File: config.mk
export PLATFORM = sky130hd
export DESIGN_NAME = lifo_pop_stream
export DESIGN_NICKNAME = d
export VERILOG_FILES = /design/src/rtl/lifo_pop_stream.sv
export SDC_FILE = /design/constraint.sdc
export NUM_CORES = 1
export LEC_CHECK = 0
export ABC_AREA = 1
export CAP_MARGIN = 20
export CORE_MARGIN = 2
export CORE_UTILIZATION = 25
export CTS_BUF_LIST = sky130_fd_sc_hd__clkbuf_16
export DETAILED_ROUTE_END_ITERATION = 7
export DONT_BUFFER_PORTS = 1
export HOLD_SLACK_MARGIN = 0.08
export PLACE_DENSITY = 0.39
export SETUP_SLACK_MARGIN = 0.15
export SLEW_MARGIN = 10
export SYNTH_ARGS = -nofsm -noshare
export SYNTH_HDL_FRONTEND = slang
export SYNTH_SLANG_ARGS = --single-unit
export TNS_END_PERCENT = 10
File: constraint.sdc
create_clock -name clk -period 3.41 [get_ports clk]
set_input_delay 0.682 -clock clk [delete_from_list [all_inputs] [get_ports clk]]
set_output_delay 0.682 -clock clk [all_outputs]
set_load 0.01 [all_outputs]
File: src/rtl/lifo_pop_stream.sv
// Drains bytes from a registered-read LIFO into a ready/valid stream through a 2-entry skid FIFO.
// A drain pops either a fixed number of bytes or until the stack reports empty.
module lifo_pop_stream #(
  parameter int unsigned DW = 8,
  parameter int unsigned CW = 5
) (
  input  logic          clk,
  input  logic          resetn,
  input  logic [DW-1:0] lifo_dataout,
  input  logic          lifo_empty,
  output logic          lifo_re,
  input  logic          drain_start,
  input  logic [CW-1:0] drain_len,
  output logic [DW-1:0] m_data,
  output logic          m_valid,
  input  logic          m_ready,
  output logic          busy,
  output logic          done,
  output logic          short,
  output logic [CW-1:0] popped_cnt
);

  typedef enum logic [1:0] {StIdle, StDrain, StFlush} state_e;

  localparam logic [CW-1:0] CntMax = CW'(16);

  state_e        state_q;
  logic [1:0]    occ_q;
  logic [DW-1:0] buf0_q, buf1_q;
  logic          inflight_q;
  logic [CW-1:0] remaining_q;
  logic          len_zero_q;
  logic [CW-1:0] popped_q;
  logic          short_q;
  logic          done_q;

  logic          pop_out;
  logic [2:0]    occ_proj;

  // occ_proj is the occupancy after the next edge; a new pop is only allowed if the
  // byte it returns one cycle later is guaranteed a free slot.
  always_comb begin
    pop_out  = (occ_q != 2'd0) & m_ready;
    occ_proj = {1'b0, occ_q} + {2'b00, inflight_q} - {2'b00, pop_out};
    lifo_re  = (state_q == StDrain) & ~lifo_empty & (len_zero_q | (remaining_q != '0)) &
               (occ_proj < 3'd2);
  end

  always_ff @(posedge clk or negedge resetn) begin
    if (!resetn) begin
      state_q     <= StIdle;
      occ_q       <= 2'd0;
      buf0_q      <= '0;
      buf1_q      <= '0;
      inflight_q  <= 1'b0;
      remaining_q <= '0;
      len_zero_q  <= 1'b0;
      popped_q    <= '0;
      short_q     <= 1'b0;
      done_q      <= 1'b0;
    end else begin
      done_q     <= 1'b0;
      inflight_q <= lifo_re;

      // buf0 is always the oldest entry; simultaneous write and read keeps occupancy.
      case ({inflight_q, pop_out})
        2'b10: begin
          if (occ_q == 2'd0) buf0_q <= lifo_dataout;
          else               buf1_q <= lifo_dataout;
          occ_q <= occ_q + 2'd1;
        end
        2'b01: begin
          buf0_q <= buf1_q;
          occ_q  <= occ_q - 2'd1;
        end
        2'b11: begin
          if (occ_q == 2'd1) begin
            buf0_q <= lifo_dataout;
          end else begin
            buf0_q <= buf1_q;
            buf1_q <= lifo_dataout;
          end
        end
        default: ;
      endcase

      if (pop_out && (popped_q != CntMax)) popped_q <= popped_q + 1'b1;
      if (lifo_re && !len_zero_q) remaining_q <= remaining_q - 1'b1;

      case (state_q)
        StIdle: begin
          if (drain_start) begin
            remaining_q <= drain_len;
            len_zero_q  <= (drain_len == '0);
            popped_q    <= '0;
            short_q     <= 1'b0;
            state_q     <= StDrain;
          end
        end
        StDrain: begin
          if (!len_zero_q && (remaining_q == '0)) begin
            state_q <= StFlush;
          end else if (lifo_empty && !inflight_q) begin
            state_q <= StFlush;
            if (!len_zero_q) short_q <= 1'b1;
          end
        end
        StFlush: begin
          if ((occ_q == 2'd0) && !inflight_q) begin
            state_q <= StIdle;
            done_q  <= 1'b1;
          end
        end
        default: state_q <= StIdle;
      endcase
    end
  end

  assign m_valid    = (occ_q != 2'd0);
  assign m_data     = buf0_q;
  assign busy       = (state_q != StIdle);
  assign done       = done_q;
  assign short      = short_q;
  assign popped_cnt = popped_q;

endmodule

==> metrics.txt <==
status finished, final reports clean; Place WS 0.308 ns; critical path's top delay family adder cells; largest net degree at the start of global routing 35; clk slew on worst S/H paths 0.06 ns; Required @ worst endpoint 2.73 ns; M3 GR Usage 3.90%; crit start category flip-flop; I/O Buffers 0; r2r setup slk 0.66 ns; number of global-route vias before repair 1292; CTS tree built; DRC 0; Final HPWL DP 2890 microns; fmax 316 MHz; post-synthesis compound-gate area fraction 11.9%; Synth area leaders dfrtp_1 (44%), inv_1 (7.8%), mux2_4 (6.3%); leakage power 0.00108 uW; fill cell count 776; RSZ-0062 raised after global routing false; max_cap viols 0; GRT overflow 0; switching share of power 40.0%; Final Worst Setup Slack 0.246 ns; main combinational cell family by area after synthesis simple AND/OR/NAND/NOR gates; I/O pin count 36; Mapped Avg Cell Area 9.12 sq um; Yosys reg bits 34; Clock Latency Late Sink 0.27 ns; Synth Area in XOR/XNOR 3.20%; Mapped Area 1920 sq um; maximum vdd drop 310 uV; Site Rows 31; P_sw 837 uW; Num CTS Buffers 5; Clock power frac 20.8%; power density cells 938 nW/um^2; RD Place Congestion 0.693; Antenna Nets Post-Route 0; adder-cell share of the synthesized area 6.92%; Die Height 91.5 microns; crit path max fanout 6; slew margin rel. 48.0%; Final Hold Vio Count 0; drt first pass iters 4; syn nets 238; placement-stage cell area 2030 sq um; internal power 1260 uW; starting density of the core 26.1%; top cell type's share of synthesized area 44.4%; H-tree levels 2; Final #Nets 247; share of cells above drive strength 1 22.3%; Setup crit start occ_q[0]; clock sink total 34; M1 GR Usage 14.0%; final instance area 2230 sq um; hold slack 0.100 ns; dpl cells 308; CORE AREA 7330 sq um; TNS Setup 0 ns; sequential share of power 35.8%; Critical Path Sink Type output port; CTS Hold Bufs 0; synth unique cells 29; initial antenna violation count 0; # diodes 0; global-route wire length before repair 6680 microns; Die Footprint 8380 sq um; Crit path largest cell delay 0.55 ns; Worst Path Arrival 2.48 ns; CTS root buf clkbuf_16; sequential fraction of the synthesis area 44.4%; CTS max path bufs 2; Least-Margin Pin Slew 0.779 ns; simple-gate portion of the synthesized area 17.7%; reg2reg start occ_q[0]; Ys Warns 0; Slew Limit Fails 0; most used routing layer met2; logic gate share of total power 43.4%; synthesized instance count 210; GR Util met2 14.3%; die width 91.5 microns; crit share post-route 92.8%; CP max-delay cell fa_2; CP cell instances inv_2 > ha_4 > inv_8 > nand2_4 > inv_2 > ha_4 > or2_2 > fa_2 > nand3_2 > nor2_4; drt initial violations 37; min Tclk post-route 3.16 ns; post-synth top area cell dfrtp_1; Levels on crit path 10; worst clock skew 0.00417 ns; post-DR wirelength/cell 12.7 microns; Hold Path Class in2async; final WL 4040 microns; mux cell area share after synthesis 6.27%; R2R cell count 15; CP Class reg2out; Final Instance Count excl. Fillers 319; final setup violation count 0; Area Overhead vs Synth 16.5%; vias per cell 4.30; CP bufs+invs 3; GRT Util Overall 9.98%; via count 1372
-- stage by stage --
step | util, % | power (uW)
finish | 30.4 | 2090
CTS | 29.9 | 2070
global route | 30.4 | 2290
detailed placement | 27.7 | 1600
global placement | 27.7 | 1590
floorplan | - | 1420
-- synthesized netlist by cell type --
master,number
a211oi_1,2
a21oi_2,1
buf_2,1
buf_6,1
dfrtp_1,34
fa_1,1
ha_1,9
inv_1,40
inv_2,3
inv_4,1
mux2_4,8
nand2_1,30
nand2_2,3
nand2_4,1
nand3_1,16
nand4_1,2
nor2_1,15
nor2_2,1
nor2_4,2
nor4_1,1
o21ai_0,5
o21ai_1,4
o21ai_2,9
o21ai_4,1
o22ai_1,9
o31ai_1,1
or2_2,2
xnor2_1,3
xor2_1,4
-- flip-flops by register name, summed over array words and instances, names as in the netlist --
name / count
len_zero_q: 1
buf1_q: 8
occ_q: 2
m_data: 8
state_q: 2
inflight_q: 1
popped_cnt: 5
short: 1
remaining_q: 5
done: 1
-- cells by family (layout without fill, tap and decap cells) --
family	count (synthesis)	after routing
multiplexers	8	8
AO/OA/AOI/OAI	32	32
AND/OR/NAND/NOR	73	73
adder cells (fa/ha/maj)	10	10
buffers and inverters	46	56
flip-flops	34	34
XOR/XNOR	7	7
-- cell type report --
class	instances	area [sq um]	share of cell area, %
Multi-Input combinational cell	130	913	40.9
Sequential cell	34	851	38.1
Inverter	44	173	7.74
Clock buffer	5	125	5.61
Tap cell	99	124	5.55
Timing Repair Buffer	4	30.0	1.35
Clock inverter	3	16.3	0.729
-- power groups by stage --
stage	Sequential (uW)	Clock (uW)	Combinational, uW
2_1_floorplan	723	0	700
6_report	749	436	909
5_1_grt	774	468	1040
3_5_place_dp	759	0	836
3_3_place_gp	759	0	834
4_1_cts	751	451	870
-- path summary, 6_finish.rpt --
path,endpoint
setup / recovery,lifo_re
hold / removal,buf1_q[0]
setup reg to reg,remaining_q[2]
hold reg to reg,buf1_q[0]
max in group asynchronous,popped_cnt[3]
min in group clk,buf1_q[0]
-- timing repair --
item / CTS / global route
cloned: 0 / 0
setup buffers: 1 / 2
setup endpoints to repair: 1 / 1
pin swaps: 1 / 1
gates resized for setup: 3 / 7
endpoints found under the hold margin: 0 / 0
-- layer usage --
metal / vias up / part of all wire [%]
met5: - / 0
met4: 0 / 0.47
met3: 2 / 6.3
met2: 34 / 45
met1: 650 / 49
li1: 686 / -
-- cell usage in the layout (no fill, tap or decap), types with 2 or more instances in the layout --
cell,n
inv_1,38
dfrtp_1,34
nand2_1,30
nor2_1,15
nand3_1,15
o21ai_2,9
o22ai_1,9
mux2_4,8
ha_1,7
inv_2,5
o21ai_0,5
clkbuf_16,5
xor2_1,4
o21ai_1,4
buf_4,4
nand2_2,3
xnor2_1,3
or2_2,2
nor2_4,2
nand4_1,2
a211oi_1,2
ha_4,2
Note: power is estimated with default switching activity, not from simulation.
